### config.mk
export PLATFORM = sky130hd
export DESIGN_NAME = instr_encoder_flat
export DESIGN_NICKNAME = d
export VERILOG_FILES = /design/src/rtl/instr_encoder_if.sv /design/src/rtl/instr_encoder.sv /design/src/flat_wrapper.sv
export SDC_FILE = /design/constraint.sdc
export NUM_CORES = 1
export LEC_CHECK = 0
export ABC_AREA = 1
export CAP_MARGIN = 25
export CORE_MARGIN = 2
export CORE_UTILIZATION = 34
export DETAILED_ROUTE_END_ITERATION = 16
export GPL_TIMING_DRIVEN = 0
export HOLD_SLACK_MARGIN = 0.12
export MAX_ROUTING_LAYER = met4
export PLACE_DENSITY_LB_ADDON = 0.2
export SLEW_MARGIN = 20
export SYNTH_ARGS = -nofsm -noshare
export SYNTH_HDL_FRONTEND = slang
export SYNTH_SLANG_ARGS = --single-unit
### constraint.sdc
create_clock -name clk -period 1.2 [get_ports clk]
set_input_delay 0.24 -clock clk [delete_from_list [all_inputs] [get_ports clk]]
set_output_delay 0.24 -clock clk [all_outputs]
set_load 0.02 [all_outputs]
### src/rtl/instr_encoder_if.sv
// Field/handshake and instruction-memory bundle for instr_encoder.
// master drives instruction fields; slave (the encoder) drives the memory side.
interface instr_encoder_if #(
   parameter int unsigned AW = 6
);
   logic          in_valid;
   logic          in_ready;
   logic [1:0]    fmt;
   logic [5:0]    op;
   logic [4:0]    rs;
   logic [4:0]    rt;
   logic [4:0]    rd;
   logic [4:0]    shamt;
   logic [5:0]    funct;
   logic [15:0]   imm;
   logic [25:0]   target;
   logic          last;
   logic          imem_we;
   logic [AW-1:0] imem_addr;
   logic [31:0]   imem_wd;
   logic [AW:0]   count;
   logic          done;
   logic          err;

   modport master (
      output in_valid, fmt, op, rs, rt, rd, shamt, funct, imm, target, last,
      input  in_ready, imem_we, imem_addr, imem_wd, count, done, err
   );

   modport slave (
      input  in_valid, fmt, op, rs, rt, rd, shamt, funct, imm, target, last,
      output in_ready, imem_we, imem_addr, imem_wd, count, done, err
   );
endinterface

### src/rtl/instr_encoder.sv
// Encodes R/I/J instruction fields into 32-bit words and loads them into instruction memory.
// Optional field checking is enabled by defining INSTR_ENCODER_CHECK_EN.
module instr_encoder #(
   parameter int unsigned DEPTH = 64,
   parameter int unsigned AW    = 6
) (
   input logic              clk,
   input logic              reset,
   instr_encoder_if.slave   bus
);

   localparam logic [AW:0] DepthCnt = (AW+1)'(DEPTH);

   typedef enum logic [1:0] {StIdle, StWrite, StDone} state_e;

   state_e        state_q, state_d;
   logic [31:0]   wd_q, wd_d;
   logic [AW-1:0] addr_q, addr_d;
   logic [AW:0]   count_q, count_d;
   logic          last_q, last_d;
   logic [31:0]   enc_word;
   logic [AW:0]   count_inc;
   logic          xfer;
   logic          reject;
   logic          err_set;

   assign xfer      = bus.in_valid && (state_q == StIdle);
   assign count_inc = count_q + (AW+1)'(1);

   // fmt=11 falls through to J layout; it is only reachable when checking is off.
   always_comb begin
      case (bus.fmt)
         2'b00:   enc_word = {bus.op, bus.rs, bus.rt, bus.rd, bus.shamt, bus.funct};
         2'b01:   enc_word = {bus.op, bus.rs, bus.rt, bus.imm};
         default: enc_word = {bus.op, bus.target};
      endcase
   end

`ifdef INSTR_ENCODER_CHECK_EN
   logic err_q, err_d;

   always_comb begin
      case (bus.fmt)
         2'b00:   reject = (bus.op != 6'd0);
         2'b01:   reject = (bus.op == 6'd0) || (bus.op == 6'd2) || (bus.op == 6'd3);
         2'b10:   reject = !((bus.op == 6'd2) || (bus.op == 6'd3));
         default: reject = 1'b1;
      endcase
   end

   assign err_d = err_q | err_set;

   always_ff @(posedge clk) begin
      if (reset) begin
         err_q <= 1'b0;
      end else begin
         err_q <= err_d;
      end
   end

   assign bus.err = err_q;
`else
   assign reject  = 1'b0;
   assign bus.err = 1'b0;
`endif

   always_comb begin
      state_d = state_q;
      wd_d    = wd_q;
      addr_d  = addr_q;
      count_d = count_q;
      last_d  = last_q;
      err_set = 1'b0;
      case (state_q)
         StIdle: begin
            if (xfer) begin
               if (reject) begin
                  err_set = 1'b1;
                  if (bus.last) begin
                     state_d = StDone;
                  end
               end else begin
                  wd_d    = enc_word;
                  addr_d  = count_q[AW-1:0];
                  last_d  = bus.last;
                  state_d = StWrite;
               end
            end
         end
         StWrite: begin
            count_d = count_inc;
            // Stop at DEPTH rather than wrap the address.
            if (last_q || (count_inc == DepthCnt)) begin
               state_d = StDone;
            end else begin
               state_d = StIdle;
            end
         end
         StDone: begin
            state_d = StDone;
         end
         default: begin
            state_d = StIdle;
         end
      endcase
   end

   always_ff @(posedge clk) begin
      if (reset) begin
         state_q <= StIdle;
         wd_q    <= '0;
         addr_q  <= '0;
         count_q <= '0;
         last_q  <= 1'b0;
      end else begin
         state_q <= state_d;
         wd_q    <= wd_d;
         addr_q  <= addr_d;
         count_q <= count_d;
         last_q  <= last_d;
      end
   end

   assign bus.in_ready  = (state_q == StIdle);
   assign bus.imem_we   = (state_q == StWrite);
   assign bus.done      = (state_q == StDone);
   assign bus.imem_wd   = wd_q;
   assign bus.imem_addr = addr_q;
   assign bus.count     = count_q;

endmodule

### src/flat_wrapper.sv
// flat-port wrapper written by rule: the top's interface ports become plain ports
module instr_encoder_flat 
#(
   parameter int unsigned DEPTH = 64,
   parameter int unsigned AW    = 6
)
  (clk, reset, bus_in_valid, bus_fmt, bus_op, bus_rs, bus_rt, bus_rd, bus_shamt, bus_funct, bus_imm, bus_target, bus_last, bus_in_ready, bus_imem_we, bus_imem_addr, bus_imem_wd, bus_count, bus_done, bus_err);
  instr_encoder_if #(.AW(AW)) bus_i ();
  input logic clk;
  input logic reset;
  input wire logic [$bits(bus_i.in_valid)-1:0] bus_in_valid;
  input wire logic [$bits(bus_i.fmt)-1:0] bus_fmt;
  input wire logic [$bits(bus_i.op)-1:0] bus_op;
  input wire logic [$bits(bus_i.rs)-1:0] bus_rs;
  input wire logic [$bits(bus_i.rt)-1:0] bus_rt;
  input wire logic [$bits(bus_i.rd)-1:0] bus_rd;
  input wire logic [$bits(bus_i.shamt)-1:0] bus_shamt;
  input wire logic [$bits(bus_i.funct)-1:0] bus_funct;
  input wire logic [$bits(bus_i.imm)-1:0] bus_imm;
  input wire logic [$bits(bus_i.target)-1:0] bus_target;
  input wire logic [$bits(bus_i.last)-1:0] bus_last;
  output wire logic [$bits(bus_i.in_ready)-1:0] bus_in_ready;
  output wire logic [$bits(bus_i.imem_we)-1:0] bus_imem_we;
  output wire logic [$bits(bus_i.imem_addr)-1:0] bus_imem_addr;
  output wire logic [$bits(bus_i.imem_wd)-1:0] bus_imem_wd;
  output wire logic [$bits(bus_i.count)-1:0] bus_count;
  output wire logic [$bits(bus_i.done)-1:0] bus_done;
  output wire logic [$bits(bus_i.err)-1:0] bus_err;
  assign bus_i.in_valid = bus_in_valid;
  assign bus_i.fmt = bus_fmt;
  assign bus_i.op = bus_op;
  assign bus_i.rs = bus_rs;
  assign bus_i.rt = bus_rt;
  assign bus_i.rd = bus_rd;
  assign bus_i.shamt = bus_shamt;
  assign bus_i.funct = bus_funct;
  assign bus_i.imm = bus_imm;
  assign bus_i.target = bus_target;
  assign bus_i.last = bus_last;
  assign bus_in_ready = bus_i.in_ready;
  assign bus_imem_we = bus_i.imem_we;
  assign bus_imem_addr = bus_i.imem_addr;
  assign bus_imem_wd = bus_i.imem_wd;
  assign bus_count = bus_i.count;
  assign bus_done = bus_i.done;
  assign bus_err = bus_i.err;
  instr_encoder #(.DEPTH(DEPTH), .AW(AW)) u_core (.clk(clk), .reset(reset), .bus(bus_i));
endmodule
== Yosys cells after proc, flatten, opt, wreduce, memory -nomap -nowiden ==
Index checks and enable logic that the tools add are counted.

* Logic and storage cells: 20
* ROM bits: 0
* Memories: 0
* Flip-flop bits (word level): 48
* Input port bits: 80
* Output and inout bits: 49
* Bits in latches: 0
* Bits in writable memories: 0

* $add $sub $neg: 1
* Shift operators: 0
* Multipliers: 0
* Equality and inequality tests: 5
* Reduce and logical (&&, ||, !) cells: 5
* Bitwise logic cells: 0
* Div/mod/pow operators: 0
* Muxes and demuxes: 4
* Order comparisons: 0

{| class="wikitable"
|+ Operators with widths
! operator !! number
|-
| $pmux W26 S2 || 1
|-
| $add A7 B1 Y7 const B || 1
|-
| $eq A7 B7 Y1 const B || 1
|-
| $pmux W2 S3 || 1
|-
| $eq A2 B1 Y1 const B || 2
|-
| $logic_not A2 Y1 || 2
|-
| $mux W2 || 2
|-
| $eq A2 B2 Y1 const B || 1
|-
| $ne A2 B1 Y1 const B || 1
|-
| $reduce_and A2 Y1 || 1
|-
| $logic_and A1 B1 Y1 || 1
|-
| $logic_or A1 B1 Y1 || 1
|}

== Logic depth before layout (Yosys ltp) ==
* Depth after elaboration: 5
* Depth in mapped cells: 11
* Mapped depth without buffers: 11

== Worst setup path before layout ==
No wires, ideal clock.

* Kind: reg2reg
* Start point: register u_core.count_q[1] (netlist: u_core.bus.count[1])
* End point: register u_core.state_q[1]
* Cell stages (with the launch flop): 12
* Arrival: 1413 ps
* Data required time: 1134 ps
* Period minus slack after synthesis: 1479 ps
* Setup time: 66 ps
* Path slack: -279 ps
* Path buffers: 0
* Path through: dfxtp_1 -> ha_1 -> nand2_1 -> nor2_2 -> nand2_1 -> nand2_1 -> nand2_1 -> nor2_1 -> nand2_1 -> nand2_1 -> nand2_1 -> a21oi_2

* Word-level cells in the longest chain between the ends: 5

{| class="wikitable"
|+ Ends and longest elaborated chain
! element !! line !! text
|-
| start, declared || instr_encoder.sv:19 || <nowiki>logic [AW:0] count_q, count_d;</nowiki>
|-
| start signal, assigned || instr_encoder.sv:119 || <nowiki>count_q <= count_d;</nowiki>
|-
| $add A7 B1 Y7 || instr_encoder.sv:28 || <nowiki>assign count_inc = count_q + (AW+1)'(1);</nowiki>
|-
| $eq A7 B7 Y1 || instr_encoder.sv:93 || <nowiki>if (last_q || (count_inc == DepthCnt)) begin</nowiki>
|-
| $logic_or A1 B1 Y1 || instr_encoder.sv:93 ||
|-
| $mux W2 || instr_encoder.sv:93 ||
|-
| $pmux W2 S3 || instr_encoder.sv:74 || <nowiki>case (state_q)</nowiki>
|-
| end signal, assigned || instr_encoder.sv:110 || <nowiki>state_q <= StIdle;</nowiki>
|-
| end signal, assigned || instr_encoder.sv:116 || <nowiki>state_q <= state_d;</nowiki>
|-
| end, declared || instr_encoder.sv:16 || <nowiki>state_e state_q, state_d;</nowiki>
|}

Every way passes these cells.
A chain may end at the register's enable or synchronous reset.

== Worst setup path in the final report ==
Same ends and word-level chain as after synthesis.

==> impl_metrics.toml <==
[run_status]
failed_checks = "negative setup slack"
run_status = "finished, violations left"

[timing]
setup_violations = 3
setup_repair_after_global_routing_missed_its_margin = "yes"
finalCritPeriodShare = 1.07
finalWorstSetupSlack_ns = -0.0883
post-route-min-period_ns = 1.29
timing_max_transition_violations_final = 0
finalHoldViolCount = 0
finClkSkew_ns = 0.00882
achievable-frequency_mhz = 776
totalNegativeSetupSlack_ns = -0.147

[placement]
gp_routability_congestion = 0.806
placed_cell_count = 495
dpl_worst_slack_ns = -0.610
post_dp_cell_area_mm2 = 0.00356
place_hpwl_mm = 5.22
numPortBuffers = 126

[final_layout]
final_area_mm2 = 0.00364
instances_no_fill = 511
final_common_cell = "sky130_fd_sc_hd__clkdlybuf4s50_1"
layout_common_cells = "77 x sky130_fd_sc_hd__clkdlybuf4s50_1, 56 x sky130_fd_sc_hd__nand2_1, 41 x sky130_fd_sc_hd__dfxtp_1"
areaGrowthSynthToFinish_pct = 66.7
fraction_of_layout_cells_with_a_size_suffix_above_1 = 0.233
post_layout_net_count = 515
antennaDiodeCount = 0

[synthesis]
yosys.area.top_type_share = 0.441
synthesis.area_mm2 = 0.00218
synthCells = 292
ys_top_cells_by_area = "sky130_fd_sc_hd__dfxtp_1 44%, sky130_fd_sc_hd__nand2_1 9.8%, sky130_fd_sc_hd__a31oi_1 7.7%"
post_synthesis_cell_type_count = 25
synth_top_cell_by_area = "sky130_fd_sc_hd__dfxtp_1"
synth_area_per_cell_um2 = 7.47
synth-seq-cells = 48
synth-seq-area-share = 0.441
ys.warnings.count = 0
post_synthesis_net_count = 374

[critical_path]
critical_path_required_ns = 1.43
worst_setup_path_end_kind = "flop"
setup.worst_path.class = "flop to flop"
crit_path_start_kind = "flop"
cp.arrival_ns = 1.52
peak_fanout_along_the_critical_path = 5

[power_and_ir_drop]
power.internal_mw = 2.74
switching_share = 0.306
report.power.total_mw = 3.95
clkPwrFrac = 0.256
sequentialPowerShare = 0.459
vdd.ir_drop.worst_uv = 574
comb_power_share = 0.285
static-leakage-power_nw = 1.55
p_sw_mw = 1.21
power_density_mw_per_mm2 = 1090

[detailed_routing]
route.vias.total = 2504
vias_per_cell = 4.90
initialDrtViolationCount = 77
detail_route.first_pass.iterations = 4
final_antenna_net_count = 0
routedWlPerCell_um = 13.6
wl_mm = 6.96
drt_drc_violations_left = 0

[floorplanning]
rows = 29
design.portCount = 129
core_region_area_mm2 = 0.00628
initial_utilization = 0.347
chipWidth_um = 84.1
dieHeight_um = 84.1
floorplan.die_area_mm2 = 0.00707

[cts]
root_buffer = "sky130_fd_sc_hd__clkbuf_8"
clock_path_buffers = 2
cts_made_buffers = 5
cts_sinks = 48
htreeDepth = 2
clkLatencyLatePin_ns = 0.30
tritoncts_clock_tree = "built"
clk_pin_slew_ns = 0.09

[grt]
grt_start_max_net_pins = 15
grt_overflow_total = 0
grt_pass1_vias = 2338
grt_pass1_wl_mm = 11.1
track_usage = 0.199
grt_antenna_before_repair = 0

[job]
cap_violations = 0

[min_path]
timing.hold.worst.class = "primary input to flop"
[per-layer routing]
| layer | track usage | part of all wire |
|---|---|---|
| met2 | 0.343 | 0.50 |
| met1 | 0.223 | 0.41 |
| met5 | - | 0 |
| met3 | 0.0613 | 0.076 |
| met4 | 0.0528 | 0.0095 |
[state kept, by name, summed over array words and instances (netlist names)]
register              count
u_core.state_q            2
u_core.bus.imem_addr      6
u_core.last_q             1
u_core.bus.count          7
u_core.bus.imem_wd       32
[repair_timing]
item,in CTS,in global routing
hold buffers,0,0
gates resized for setup,155,55
pin swaps,1,2
buffers inserted,1,6
gates cloned,0,1
setup endpoints to repair,93,75
[through the flow]
step | hold WS, ns | utilization
final | 0.294 | 0.579
after global routing | 0.299 | 0.579
after CTS | 0.286 | 0.592
after detailed placement | 0.458 | 0.567
after global placement | 0.442 | 0.567
after floorplan | 0.302 | -
[cell usage after synthesis]
cell type,count
sky130_fd_sc_hd__a31oi_1,27
sky130_fd_sc_hd__buf_2,8
sky130_fd_sc_hd__clkbuf_1,6
sky130_fd_sc_hd__a21oi_2,1
sky130_fd_sc_hd__buf_6,3
sky130_fd_sc_hd__buf_4,2
sky130_fd_sc_hd__nand3_1,5
sky130_fd_sc_hd__ha_1,2
sky130_fd_sc_hd__inv_1,19
sky130_fd_sc_hd__a21oi_1,25
sky130_fd_sc_hd__o21ai_0,24
sky130_fd_sc_hd__o211ai_1,2
sky130_fd_sc_hd__o21ai_1,31
sky130_fd_sc_hd__o21bai_1,1
sky130_fd_sc_hd__dfxtp_1,48
sky130_fd_sc_hd__nand2_1,57
sky130_fd_sc_hd__conb_1,1
sky130_fd_sc_hd__nor2_1,20
sky130_fd_sc_hd__nor2_8,1
sky130_fd_sc_hd__nand4_1,1
sky130_fd_sc_hd__nor2_2,3
sky130_fd_sc_hd__xor2_1,1
sky130_fd_sc_hd__inv_4,1
sky130_fd_sc_hd__nor2_4,2
sky130_fd_sc_hd__nand2_4,1
[power groups by stage]
stage	clock network, mW	logic [mW]	registers, mW
after floorplan	0	0.380	2.00
after global placement	0	1.16	1.85
after detailed placement	0	1.17	1.85
after CTS	1.04	1.14	1.82
after global routing	1.12	1.22	1.84
final	1.01	1.13	1.81
[layout make-up]
class                   count  area [µm²]
clock inverters             2        10.0
clock buffers               6        82.6
multi-input cells         205        1060
flip-flops and latches     48         980
inverters                  20        82.6
well taps                  77        96.3
fillers                   627        2640
plain buffers              19         149
repair buffers            134        1180
[cells by family after synthesis]
kind of cell             share of synthesized area
buffers and inverters                       0.0866
XOR/XNOR                                   0.00402
other                                      0.00172
AND/OR/NAND/NOR                              0.180
flip-flops                                   0.441
AO/OA/AOI/OAI                                0.275
adder cells (fa/ha/maj)                     0.0115
[path summary, 6_finish.rpt]
path / start / to / slack, ns / depth (start not counted)
hold / removal: bus_fmt[1] / u_core.bus.imem_wd[15] / 0.29 / 3
setup / recovery: u_core.bus.count[1] / u_core.state_q[1] / -0.09 / 11
hold reg to reg: u_core.last_q / u_core.last_q / 0.47 / 2
setup reg to reg: u_core.bus.count[1] / u_core.state_q[1] / -0.09 / 11
[critical path: stages (launching register included)]
cell and delay [ns]:
sky130_fd_sc_hd__dfxtp_4 0.39, sky130_fd_sc_hd__ha_4 0.15, sky130_fd_sc_hd__nand2_2 0.07, sky130_fd_sc_hd__nor2_4 0.08, sky130_fd_sc_hd__nand2_1 0.06, sky130_fd_sc_hd__nand2_1 0.05
sky130_fd_sc_hd__nand2_1 0.07, sky130_fd_sc_hd__nor2_1 0.09, sky130_fd_sc_hd__nand2_1 0.06, sky130_fd_sc_hd__nand2_1 0.05, sky130_fd_sc_hd__nand2_1 0.06, sky130_fd_sc_hd__a21oi_2 0.10
Note: power is estimated with default switching activity, not from simulation.
